### src/rtl/maze_pkg.sv
// Shared definitions for the maze game controller: FSM encodings,
// move-pulse bit positions and default geometry/timing parameters.
package maze_pkg;

  typedef enum logic [2:0] {
    ST_MENU     = 3'd0,
    ST_SHOW_MAP = 3'd1,
    ST_PLAYING  = 3'd2,
    ST_FETCH    = 3'd3,
    ST_CHECK    = 3'd4,
    ST_LOST     = 3'd5,
    ST_WON      = 3'd6
  } state_e;

  localparam int MV_UP    = 3;
  localparam int MV_DOWN  = 2;
  localparam int MV_LEFT  = 1;
  localparam int MV_RIGHT = 0;

  localparam int DEF_MAP_W       = 30;
  localparam int DEF_MAP_H       = 21;
  localparam int DEF_SHOW_CYCLES = 1000000;
  localparam int DEF_LIVES       = 3;

endpackage

### src/rtl/maze_game_ctrl_if.sv
// Player-input, map-ROM and status signals of the maze game controller.
// The controller connects through the slave modport.
interface maze_game_ctrl_if import maze_pkg::*; #(
  parameter int MAP_W = DEF_MAP_W,
  parameter int MAP_H = DEF_MAP_H
) ();
  localparam int XW = $clog2(MAP_W);
  localparam int YW = $clog2(MAP_H);

  logic             start;
  logic [3:0]       move_en;
  logic [YW-1:0]    rom_addr;
  logic [MAP_W-1:0] rom_data;
  logic [XW-1:0]    player_x;
  logic [YW-1:0]    player_y;
  logic [2:0]       state;
  logic             map_visible;
  logic             lost;
  logic             won;
  logic [2:0]       lives_left;

  modport master (
    output start, move_en, rom_data,
    input  rom_addr, player_x, player_y, state, map_visible, lost, won, lives_left
  );

  modport slave (
    input  start, move_en, rom_data,
    output rom_addr, player_x, player_y, state, map_visible, lost, won, lives_left
  );
endinterface

### src/rtl/maze_show_timer.sv
// Counts cycles while the map is on screen; done flags the last show cycle.
module maze_show_timer #(
  parameter int SHOW_CYCLES = 4
) (
  input  logic clk,
  input  logic rst,
  input  logic clr,
  input  logic en,
  output logic done
);
  localparam int TW = $clog2(SHOW_CYCLES + 1);

  logic [TW-1:0] cnt_q, cnt_d;

  assign done = (cnt_q == TW'(SHOW_CYCLES - 1));

  // Wraps to zero on done so the counter can never overflow.
  always_comb begin
    cnt_d = cnt_q;
    if (clr)       cnt_d = '0;
    else if (en)   cnt_d = done ? '0 : cnt_q + TW'(1);
  end

  always_ff @(posedge clk or posedge rst) begin
    if (rst) cnt_q <= '0;
    else     cnt_q <= cnt_d;
  end
endmodule

### src/rtl/maze_game_ctrl.sv
// Maze game controller: shows the map, then walks the player one cell per
// accepted move, checking each target cell against an external map ROM.
module maze_game_ctrl import maze_pkg::*; #(
  parameter int MAP_W       = DEF_MAP_W,
  parameter int MAP_H       = DEF_MAP_H,
  parameter int SHOW_CYCLES = DEF_SHOW_CYCLES,
  parameter int LIVES       = DEF_LIVES,
  parameter int START_X     = 0,
  parameter int START_Y     = MAP_H - 1,
  parameter int GOAL_X      = MAP_W - 1,
  parameter int GOAL_Y      = 0
) (
  input  logic            clk,
  input  logic            Reset,
  maze_game_ctrl_if.slave bus
);
  localparam int XW = $clog2(MAP_W);
  localparam int YW = $clog2(MAP_H);

  logic [1:0] rst_sync_q;
  logic       rst_i;

  // Reset asserts immediately but releases only after two clean clock edges.
  always_ff @(posedge clk or posedge Reset) begin
    if (Reset) rst_sync_q <= 2'b11;
    else       rst_sync_q <= {rst_sync_q[0], 1'b0};
  end
  assign rst_i = rst_sync_q[1];

  state_e        state_q, state_d;
  logic [XW-1:0] px_q, px_d, cx_q, cx_d, nx;
  logic [YW-1:0] py_q, py_d, cy_q, cy_d, ny, rom_addr_q, rom_addr_d;
  logic [2:0]    lives_q, lives_d;
  logic          mv_ok, tmr_done;

  maze_show_timer #(.SHOW_CYCLES(SHOW_CYCLES)) u_timer (
    .clk  (clk),
    .rst  (rst_i),
    .clr  (state_q != ST_SHOW_MAP),
    .en   (state_q == ST_SHOW_MAP),
    .done (tmr_done)
  );

  always_comb begin
    state_d    = state_q;
    px_d       = px_q;
    py_d       = py_q;
    cx_d       = cx_q;
    cy_d       = cy_q;
    lives_d    = lives_q;
    rom_addr_d = rom_addr_q;
    mv_ok      = 1'b0;
    nx         = px_q;
    ny         = py_q;

    // Only a single set bit is a move; edges of the maze block the candidate.
    case (bus.move_en)
      4'b1 << MV_UP:    if (py_q != '0)               begin mv_ok = 1'b1; ny = py_q - YW'(1); end
      4'b1 << MV_DOWN:  if (py_q != YW'(MAP_H - 1))   begin mv_ok = 1'b1; ny = py_q + YW'(1); end
      4'b1 << MV_LEFT:  if (px_q != '0)               begin mv_ok = 1'b1; nx = px_q - XW'(1); end
      4'b1 << MV_RIGHT: if (px_q != XW'(MAP_W - 1))   begin mv_ok = 1'b1; nx = px_q + XW'(1); end
      default: ;
    endcase

    case (state_q)
      ST_MENU: begin
        if (bus.start) begin
          state_d = ST_SHOW_MAP;
          px_d    = XW'(START_X);
          py_d    = YW'(START_Y);
          lives_d = 3'(LIVES);
        end
      end
      ST_SHOW_MAP: if (tmr_done) state_d = ST_PLAYING;
      ST_PLAYING: begin
        if (mv_ok) begin
          cx_d       = nx;
          cy_d       = ny;
          rom_addr_d = ny;
          state_d    = ST_FETCH;
        end
      end
      ST_FETCH: state_d = ST_CHECK;
      ST_CHECK: begin
        if (!bus.rom_data[cx_q]) begin
          px_d    = cx_q;
          py_d    = cy_q;
          state_d = (cx_q == XW'(GOAL_X) && cy_q == YW'(GOAL_Y)) ? ST_WON : ST_PLAYING;
        end else if (lives_q == 3'd1) begin
          lives_d = 3'd0;
          state_d = ST_LOST;
        end else begin
          lives_d = lives_q - 3'd1;
          px_d    = XW'(START_X);
          py_d    = YW'(START_Y);
          state_d = ST_SHOW_MAP;
        end
      end
      ST_LOST, ST_WON: begin
        if (bus.start) begin
          state_d = ST_MENU;
          px_d    = XW'(START_X);
          py_d    = YW'(START_Y);
          lives_d = 3'(LIVES);
        end
      end
      default: state_d = ST_MENU;
    endcase
  end

  always_ff @(posedge clk or posedge rst_i) begin
    if (rst_i) begin
      state_q    <= ST_MENU;
      px_q       <= XW'(START_X);
      py_q       <= YW'(START_Y);
      cx_q       <= XW'(START_X);
      cy_q       <= YW'(START_Y);
      lives_q    <= 3'(LIVES);
      rom_addr_q <= YW'(START_Y);
    end else begin
      state_q    <= state_d;
      px_q       <= px_d;
      py_q       <= py_d;
      cx_q       <= cx_d;
      cy_q       <= cy_d;
      lives_q    <= lives_d;
      rom_addr_q <= rom_addr_d;
    end
  end

  assign bus.rom_addr    = rom_addr_q;
  assign bus.player_x    = px_q;
  assign bus.player_y    = py_q;
  assign bus.state       = state_q;
  assign bus.lives_left  = lives_q;
  assign bus.map_visible = (state_q == ST_SHOW_MAP);
  assign bus.lost        = (state_q == ST_LOST);
  assign bus.won         = (state_q == ST_WON);
endmodule

### src/flat_wrapper.sv
// flat-port wrapper written by rule: the top's interface ports become plain ports
module maze_game_ctrl_flat import maze_pkg::*;
#(
  parameter int MAP_W       = DEF_MAP_W,
  parameter int MAP_H       = DEF_MAP_H,
  parameter int SHOW_CYCLES = DEF_SHOW_CYCLES,
  parameter int LIVES       = DEF_LIVES,
  parameter int START_X     = 0,
  parameter int START_Y     = MAP_H - 1,
  parameter int GOAL_X      = MAP_W - 1,
  parameter int GOAL_Y      = 0
)
  (clk, Reset, bus_start, bus_move_en, bus_rom_data, bus_rom_addr, bus_player_x, bus_player_y, bus_state, bus_map_visible, bus_lost, bus_won, bus_lives_left);
  maze_game_ctrl_if #(.MAP_W(MAP_W), .MAP_H(MAP_H)) bus_i ();
  input  logic clk;
  input  logic Reset;
  input wire logic [$bits(bus_i.start)-1:0] bus_start;
  input wire logic [$bits(bus_i.move_en)-1:0] bus_move_en;
  input wire logic [$bits(bus_i.rom_data)-1:0] bus_rom_data;
  output wire logic [$bits(bus_i.rom_addr)-1:0] bus_rom_addr;
  output wire logic [$bits(bus_i.player_x)-1:0] bus_player_x;
  output wire logic [$bits(bus_i.player_y)-1:0] bus_player_y;
  output wire logic [$bits(bus_i.state)-1:0] bus_state;
  output wire logic [$bits(bus_i.map_visible)-1:0] bus_map_visible;
  output wire logic [$bits(bus_i.lost)-1:0] bus_lost;
  output wire logic [$bits(bus_i.won)-1:0] bus_won;
  output wire logic [$bits(bus_i.lives_left)-1:0] bus_lives_left;
  assign bus_i.start = bus_start;
  assign bus_i.move_en = bus_move_en;
  assign bus_i.rom_data = bus_rom_data;
  assign bus_rom_addr = bus_i.rom_addr;
  assign bus_player_x = bus_i.player_x;
  assign bus_player_y = bus_i.player_y;
  assign bus_state = bus_i.state;
  assign bus_map_visible = bus_i.map_visible;
  assign bus_lost = bus_i.lost;
  assign bus_won = bus_i.won;
  assign bus_lives_left = bus_i.lives_left;
  maze_game_ctrl #(.MAP_W(MAP_W), .MAP_H(MAP_H), .SHOW_CYCLES(SHOW_CYCLES), .LIVES(LIVES), .START_X(START_X), .START_Y(START_Y), .GOAL_X(GOAL_X), .GOAL_Y(GOAL_Y)) u_core (.clk(clk), .Reset(Reset), .bus(bus_i));
endmodule
### config.mk
export PLATFORM = sky130hd
export DESIGN_NAME = maze_game_ctrl_flat
export DESIGN_NICKNAME = d
export VERILOG_FILES = /design/src/rtl/maze_pkg.sv /design/src/rtl/maze_game_ctrl_if.sv /design/src/rtl/maze_show_timer.sv /design/src/rtl/maze_game_ctrl.sv /design/src/flat_wrapper.sv
export SDC_FILE = /design/constraint.sdc
export NUM_CORES = 1
export LEC_CHECK = 0
export BUFFER_PORTS_ARGS = -buffer_cell sky130_fd_sc_hd__buf_2
export CAP_MARGIN = 20
export CORE_MARGIN = 3
export CORE_UTILIZATION = 60
export CTS_BUF_LIST = sky130_fd_sc_hd__clkbuf_4
export CTS_CLUSTER_DIAMETER = 120
export CTS_CLUSTER_SIZE = 14
export DETAILED_ROUTE_END_ITERATION = 10
export PLACE_DENSITY = 0.85
export RECOVER_POWER = 50
export SETUP_SLACK_MARGIN = 0.02
export SLEW_MARGIN = 20
export SYNTH_ARGS = -nofsm -noshare
export SYNTH_HDL_FRONTEND = slang
export SYNTH_HIERARCHICAL = 1
export SYNTH_SLANG_ARGS = --single-unit
export TNS_END_PERCENT = 5
### constraint.sdc
create_clock -name clk -period 2.7 [get_ports clk]
set_input_delay 0 -clock clk [delete_from_list [all_inputs] [get_ports clk]]
set_output_delay 0 -clock clk [all_outputs]
set_load 0.01 [all_outputs]
# ---- Word level (Yosys, flattened, before mapping)
# Index checks and enable logic that the tools add are counted.
dict set report word_totals {
  ff_bits 48
  inputBits 37
}
dict set report classes {
  reduce_logical 13
  magnitude_cmp 1
  n_eq_ne 23
  addsub 6
  mux 36
}
# op n
set ops {}
lappend ops {{2-to-1 mux 20 bit} 3}
lappend ops {{2-to-1 mux 5 bit} 10}
lappend ops {{case mux 5 bit (2 select lines)} 4}
lappend ops {{2-to-1 mux 3 bit} 10}
lappend ops {{adder 20 x 1 -> 20 bit (second input constant)} 1}
lappend ops {{== test 20 bit (second input constant)} 1}
lappend ops {{case mux 3 bit (6 select lines)} 1}
lappend ops {{adder 5 x 1 -> 5 bit (second input constant)} 2}
lappend ops {{inequality test 5 bit (second input constant)} 2}
lappend ops {{nonzero test 5 bit} 2}
lappend ops {{subtractor 5 x 1 -> 5 bit (second input constant)} 2}
lappend ops {{== test 3 bit (second input constant)} 3}
lappend ops {{inequality test 2 x 1 -> 1 bit (second input constant)} 4}
lappend ops {{== test 3 x 1 -> 1 bit (second input constant)} 2}
lappend ops {{== test 3 x 2 -> 1 bit (second input constant)} 2}
lappend ops {{< comparator 5 x 6 -> 1 bit (second input constant)} 1}
lappend ops {{case mux 3 bit (2 select lines)} 1}
lappend ops {{AND reduction 3 bit} 2}
lappend ops {{binary-select mux 1 bit (select 5 bit)} 1}
lappend ops {{== test 5 bit (second input constant)} 1}
lappend ops {{zero test 5 bit} 1}
lappend ops {{2-to-1 mux 1 bit} 5}
lappend ops {{== test 4 x 1 -> 1 bit (second input constant)} 1}
lappend ops {{== test 4 x 2 -> 1 bit (second input constant)} 1}
lappend ops {{other kinds (14)} 16}

# ---- Depth between registers and ports, before layout
# Gate-level depths: netlist of run 1.
dict set report depth {
  word_depth 5
  mapped_depth 9
}

# ---- By module
# Netlist of run 1, hierarchy kept.
# module n_inst area_each_um2 cells_each
set by_module_without_submodules {}
lappend by_module_without_submodules {maze_game_ctrl 1 2169.6 236}
lappend by_module_without_submodules {maze_show_timer 1 1126.1 118}

# ---- Worst setup path before layout of run 1
# Ideal clock, no wire load.
dict set report synth_path {
  path_kind {register -> register}
  start {reg u_core.state_q[0] (netlist: u_core/bus.state[0])}
  end {reg u_core.u_timer.cnt_q[9]}
  stages_incl_launch_ff 9
  arrival_time_ps 2232
  n_path_buf 1
  setup_time_ps 118
  period_less_slack_ps 2350
  path_slack_ps 350
  path_cell_list {dfrtp_1 > clkbuf_1 > inv_2 > or3_1 > inv_1 > o211a_1 > or3b_2 > xor2_1 > nor2_1}
}
dict set report synth_via {
  elab_chain_len 2
}
# item line_no
set synth_rtl {}
lappend synth_rtl {{from (decl)} maze_game_ctrl.sv:30} ;# state_e state_q, state_d;
lappend synth_rtl {{from (signal assigned)} maze_game_ctrl.sv:121} ;# state_q <= state_d;
lappend synth_rtl {{== test 3 x 1 -> 1 bit} --}
lappend synth_rtl {{net bus_map_visible} flat_wrapper.sv:24} ;# output wire logic [$bits(bus_i.map_visible)-1:0] bus_map_visible;
lappend synth_rtl {{nonzero test 2 bit (no source line)} --}
lappend synth_rtl {{to (signal assigned)} maze_show_timer.sv:26} ;# else cnt_q <= cnt_d;
lappend synth_rtl {{to (decl)} maze_show_timer.sv:13} ;# logic [TW-1:0] cnt_q, cnt_d;
# The timed path passes the listed nets, and every way through them passes these cells.
# A chain may end at the register's enable or synchronous reset.

# ---- Final worst setup path of run 1
dict set report layout_path {
  start {reg u_core.px_q[0] (netlist: u_core/bus.player_x[0])}
  end {reg u_core.state_q[0] (netlist: u_core/bus.state[0])}
}
dict set report layout_via {
  elab_chain_len 5
}
# item line_no
set layout_rtl {}
lappend layout_rtl {{from (decl)} maze_game_ctrl.sv:31} ;# logic [XW-1:0] px_q, px_d, cx_q, cx_d, nx;
lappend layout_rtl {{from (signal assigned)} maze_game_ctrl.sv:114} ;# px_q <= XW'(START_X);
lappend layout_rtl {{from (signal assigned)} maze_game_ctrl.sv:122} ;# px_q <= px_d;
lappend layout_rtl {{inequality test 5 bit / nonzero test 5 bit (equally long branches)} {maze_game_ctrl.sv:61, maze_game_ctrl.sv:60}}
lappend layout_rtl {{2-to-1 mux 1 bit, on equally long branches} {maze_game_ctrl.sv:61, maze_game_ctrl.sv:60}}
lappend layout_rtl {{case mux 1 bit (4 select lines) (*)} maze_game_ctrl.sv:57} ;# case (bus.move_en)
lappend layout_rtl {{inequality test 2 x 1 -> 1 bit (no source line) (*)} --}
lappend layout_rtl {{AND reduction 4 bit (no source line) (*)} --}
# Every way passes the cells marked *; elsewhere a longest branch is shown, timed or not.

==> results.cfg, run 1 <==
[status]
status = finished, final reports clean

[yosys]
yosysSeqAreaShare = 0.368
synth_edf_count = 0
ys_async_sr_fraction = 1.00
synth_area_um2 = 3300
synth_ff_type = dfrtp_1
ys_types = 74
yosys_warnings = 6
yosys_register_bits = 48
synth_top_area_share = 0.304
synth_largest_area_cell = dfrtp_1
synthTopCellsByArea = dfrtp_1, dfstp_2, nor2_1, ha_1, mux2i_1
syn-num-nets = 400
synth.avg_cell_area_um2 = 9.31
synthCells = 354

[layout]
antenna-diode-count = 0
layout_commonest_cell = buf_2
fin_nets = 461
area_growth_pct = 12.9
drive_above_1_share = 0.221
final_cell_mix = buf_2, dfrtp_1, nor2_1, inv_1, nand2_1

[power]
p_seq_frac = 0.389
pwr-share-clk = 0.108
p_leak_nw = 1.64
total_power_mw = 3.13
intPower_mw = 1.71
vdd_drop_max_mv = 0.620
p_per_area_nw_per_um2 = 843
p_switching_mw = 1.42
power_frac_comb = 0.503
switching_share = 0.454

[timing]
slew_violations = 0
min_period_ns = 2.31
relSlewSlack = 0.384
finalHoldViolations = 0
finalSetupViolCount = 0
fmax_ghz = 0.433
fin_setup_tns_ns = 0
tightestPinTransition_ns = 0.919
post-route-period-util = 0.855
rsz0062_at_grt = no
skew_ns = 0.0150

[placement]
place.gp.congestion = 0.904
numPortBuffers = 60
dp_hpwl_mm = 5.76

[clock_tree]
cts_resized = 0
clk_pin_slew_ns = 0.14
cts_sinks = 48
cts_tree = done
clock_latency_ns = 0.37
ctsHoldBuffers = 1
root_buffer = clkbuf_4
cts_inserted_buffers = 5
post_cts_buffers = 0
h-tree-depth = 2
cts_buffer_depth = 2

[floorplanning]
die_w_um = 80.1
core-area_um2 = 5200
rows = 26
start_util = 0.633
dieHeight_um = 80.1
die_area_um2 = 6420
ios = 61

[route]
totalWireLength_mm = 7.88
post_drt_wl_per_cell_um = 16.2
firstDrtPassIters = 5
avgViaCountPerCell = 6.19
postRouteAntennaNets = 0
route.detailed.drc = 0
via_count = 3009
drt_iter0_drc = 308

[global_routing]
overflow = 0
grt_pass1_wl_mm = 12.8
grt_pass1_vias = 2715
grt_max_degree = 27
antenna_found_initial = 0
grt_usage = 0.250

[worst_hold_path]
hold_end = u_core/cx_q[3]
hold_class = input pin to register
hold_depth = 4
holdCritStartpoint = bus_move_en[2]

[setup_path]
cp.required_ns = 2.98
end_kind = register
rr_worst_depth = 8
r2r_slack_ns = 0.39
worst_r2r_endpoint = u_core/bus.state[0]
cp-start-kind = register
critPathKind = register to register
worst_ep_arrival_time_ns = 2.59
timing.rr.start = u_core/bus.player_x[0]
crit_fanout = 8

[run]
drv_cap = 0
-- power by group through the flow --
stage	logic, mW	registers (mW)	clock network, mW
2_1_floorplan	1.19	1.16	0
3_3_place_gp	1.53	1.22	0
3_5_place_dp	1.57	1.23	0
4_1_cts	1.58	1.22	0.345
5_1_grt	1.74	1.26	0.376
6_report	1.58	1.22	0.339
-- worst max path at each step --
| stage | from | end | depth (start not counted) |
|---|---|---|---|
| detailed placement | u_core/cx_q[2] | u_core/bus.state[2] | 6 |
| floorplan | u_core/bus.state[0] | u_core/u_timer/cnt_q[9] | 8 |
| global route | u_core/bus.player_x[0] | u_core/bus.state[2] | 8 |
| CTS | u_core/cx_q[2] | u_core/bus.state[2] | 6 |
| global placement | u_core/cx_q[2] | u_core/bus.state[2] | 6 |
| finish | u_core/bus.player_x[0] | u_core/bus.state[0] | 8 |
-- worst max-delay path, stage by stage, from the launching register on --
cell	delay, ns
dfrtp_1	0.50
inv_1	0.11
ha_1	0.18
nor4b_2	0.36
nor2_2	0.08
a21oi_2	0.27
nor4b_1	0.42
nor3_1	0.09
a22o_1	0.21
-- Yosys cell counts, drive strengths merged (3+ instances only) --
master	n
xnor2	8
nor2	37
inv	23
nand2	18
a22oi	4
dfstp	8
or4b	4
ha	9
o31ai	6
and3	4
and4	3
mux2	4
a21oi	16
o211ai	3
o22ai	3
nand3	14
mux4	3
nor2b	7
nand2b	4
a22o	9
buf	7
o21ai	22
a31oi	7
xor2	8
nand4	8
nor4	4
clkbuf	7
mux2i	10
nand3b	3
nor3	5
dfrtp	40
or3	8
nor4b	5
-- metal layers --
metal  wire length, µm  up-vias  GRT usage  share of wire
li1                  -     1448          -              -
met1              3600     1410      0.366           0.46
met2              3490      145      0.378           0.44
met3               724        6     0.0527          0.092
met4                58        0     0.0642         0.0074
met5                 0        -          0              0
-- sequential cells by signal, indices dropped and copies added, names as in the netlist --
| name | flops |
|---|---|
| u_core/rst_sync_q | 2 |
| u_core/bus.rom_addr | 5 |
| u_core/bus.player_x | 5 |
| u_core/bus.state | 3 |
| u_core/bus.player_y | 5 |
| u_core/cx_q | 5 |
| u_core/bus.lives_left | 3 |
| u_core/u_timer/cnt_q | 20 |
-- area by class of cell --
| type | count | area, µm² |
|---|---|---|
| multi-input cells | 269 | 1930 |
| fillers | 412 | 1490 |
| flip-flops and latches | 48 | 1210 |
| repair buffers | 68 | 353 |
| well taps | 70 | 87.6 |
| inverters | 23 | 86.3 |
| clock buffers | 6 | 45.0 |
| clock inverters | 2 | 11.3 |
-- cell families after synthesis --
group	synth area share
AO/OA/AOI/OAI	0.202
adder cells (fa/ha/maj)	0.0372
XOR/XNOR	0.0425
AND/OR/NAND/NOR	0.235
flip-flops	0.368
multiplexers	0.0668
other	0.00114
buffers and inverters	0.0482
-- stage by stage --
step / std cells / area [µm²] / setup WS [ns] / utilization / hold slack (ns)
after detailed placement: 477 / 3660 / 0.432 / 0.704 / 0.0272
after CTS: 486 / 3730 / 0.419 / 0.717 / 0.0108
after global routing: 486 / 3720 / 0.221 / 0.715 / 0.0286
final: 486 / 3720 / 0.391 / 0.715 / 0.0202
after floorplan: 354 / 3300 / 0.350 / - / -0.0885
after global placement: 477 / 3660 / 0.502 / 0.704 / 0.0193
(Power assumes the default switching activity.)
==> run 2, diff against run 1 <==
- CORE_UTILIZATION: 60 -> 58
- PLACE_DENSITY: 0.85 -> 0.83
- clock period: 2.7 -> 2.2 ns (I/O delays scaled with it)
==> results.cfg, run 2 (same netlist as run 1, synthesis figures left out) <==
[status]
status = finished, final reports clean

[layout]
fillerInstances = 393
layout_commonest_cell = buf_2
area_growth_pct = 20.9
design_area_um2 = 3980
fin_nets = 486
top_register = u_core/u_timer/cnt_q
drive_above_1_share = 0.283
final_cell_mix = buf_2, dfrtp_1, nor2_1, buf_4, inv_1
antenna-diode-count = 0
largest_reg_flops = 20

[clock_tree]
cts_buffer_depth = 2
clk_pin_slew_ns = 0.15
cts_inserted_buffers = 5
root_buffer = clkbuf_4
h-tree-depth = 2
cts_tree = done
cts_sinks = 48
clock_latency_ns = 0.38

[timing]
min_period_ns = 2.16
relSlewSlack = 0.0476
rsz0062_at_grt = yes
finalHoldViolations = 0
tightestPinTransition_ns = 1.43
skew_ns = 0.0122
finalSetupViolCount = 0
slew_violations = 0
fin_worst_hold_slack_ns = 0.0845
post-route-period-util = 0.980
fmax_ghz = 0.464

[floorplanning]
rows = 26
core-area_um2 = 5300
die_area_um2 = 6620
die_w_um = 81.4
dieHeight_um = 81.4
start_util = 0.622
ios = 61

[route]
postRouteAntennaNets = 0
avgViaCountPerCell = 6.24
post_drt_wl_per_cell_um = 16.8
firstDrtPassIters = 5
via_count = 3188
drt_iter0_drc = 308
route.detailed.drc = 0
totalWireLength_mm = 8.58

[placement]
dp_hpwl_mm = 6.20
place.gp.congestion = 0.895
numPortBuffers = 60
dpl_cell_area_um2 = 3810

[setup_path]
cp.required_ns = 2.52
critPathKind = register to register
worst_ep_arrival_time_ns = 2.47
crit_fanout = 10
cp-start-kind = register
end_kind = register

[run]
drv_cap = 0

[global_routing]
grt_pass1_wl_mm = 13.8
antenna_found_initial = 0
grt_pass1_vias = 2942
grt_usage = 0.268
grt_max_degree = 27
overflow = 0

[worst_hold_path]
hold_class = input pin to register

[power]
p_per_area_nw_per_um2 = 1090
p_leak_nw = 1.78
vdd_drop_max_mv = 0.703
run 2: cell count changes in the layout (fill, tap and decap cells not counted), sizes merged:
cell / previous run / this run
clkinv: 2 / 0
inv: 22 / 24
buf: 59 / 80
dlygate4sd3: 1 / 3
clkbuf: 14 / 15
bufinv: 0 / 1
run 2: repair_timing:
action                     4_1_cts  5_1_grt
pin swaps                        0        3
setup buffers                    1        3
hold buffers                     3        0
setup endpoints to repair        6       16
gates resized for setup          2       10
hold endpoints to repair         3        0
run 2: area by class of cell:
type                    instances  area (µm²)  share of cell area
well taps                      70        87.6              0.0220
flip-flops and latches         48        1210               0.305
repair buffers                 93         543               0.136
clock inverters                 3        46.3              0.0116
multi-input cells             269        1970               0.494
clock buffers                   5        37.5             0.00942
inverters                      23        86.3              0.0217
run 2: layer usage:
metal  vias to the layer above  routed length (µm)  GRT usage
met5                         -                   0          0
met4                         0                 167     0.0828
met3                        20                 761     0.0610
met2                       156                3890      0.417
met1                      1520                3760      0.371
li1                       1492                   -          -
run 2: through the flow:
stage / util / TNS [ns] / total power [mW] / setup slack [ns] / std cells
floorplan: - / 0 / 2.88 / 0.0616 / 354
global placement: 0.718 / 0 / 3.57 / 0.0761 / 496
detailed placement: 0.718 / -0.0422 / 3.62 / -0.0269 / 496
CTS: 0.742 / 0 / 4.21 / 0.0263 / 508
global route: 0.751 / -0.0145 / 4.68 / -0.00909 / 511
finish: 0.751 / 0 / 4.36 / 0.0439 / 511
run 2: final timing paths:
kind                                      startpoint                     end  slack, ns  cells after the start
worst min-delay path                  bus_move_en[0]  u_core/bus.rom_addr[4]       0.08                      4
worst max register to register        u_core/cx_q[0]  u_core/bus.player_x[4]       0.04                      8
worst min register to register  u_core/rst_sync_q[0]    u_core/rst_sync_q[1]       0.38                      0
worst max-delay path                  u_core/cx_q[0]  u_core/bus.player_x[4]       0.04                      8
max in group asynchronous       u_core/rst_sync_q[1]          u_core/cx_q[1]       0.50                      2
min in group asynchronous                      Reset    u_core/rst_sync_q[1]       0.16                      3
run 2: worst max-delay path: stages, from the launching register on:
cell	delay (ns)
dfrtp_1	0.44
buf_6	0.14
buf_4	0.12
nor2_1	0.05
a22oi_1	0.25
a311oi_2	0.17
or3_4	0.43
o21ai_4	0.33
a32o_1	0.18
run 2: power breakdown:
| part | total (mW) | switching (mW) | internal [mW] |
|---|---|---|---|
| clock | 0.559 | 0.316 | 0.243 |
| combinational | 2.35 | 1.28 | 1.07 |
| sequential | 1.44 | 0.315 | 1.13 |
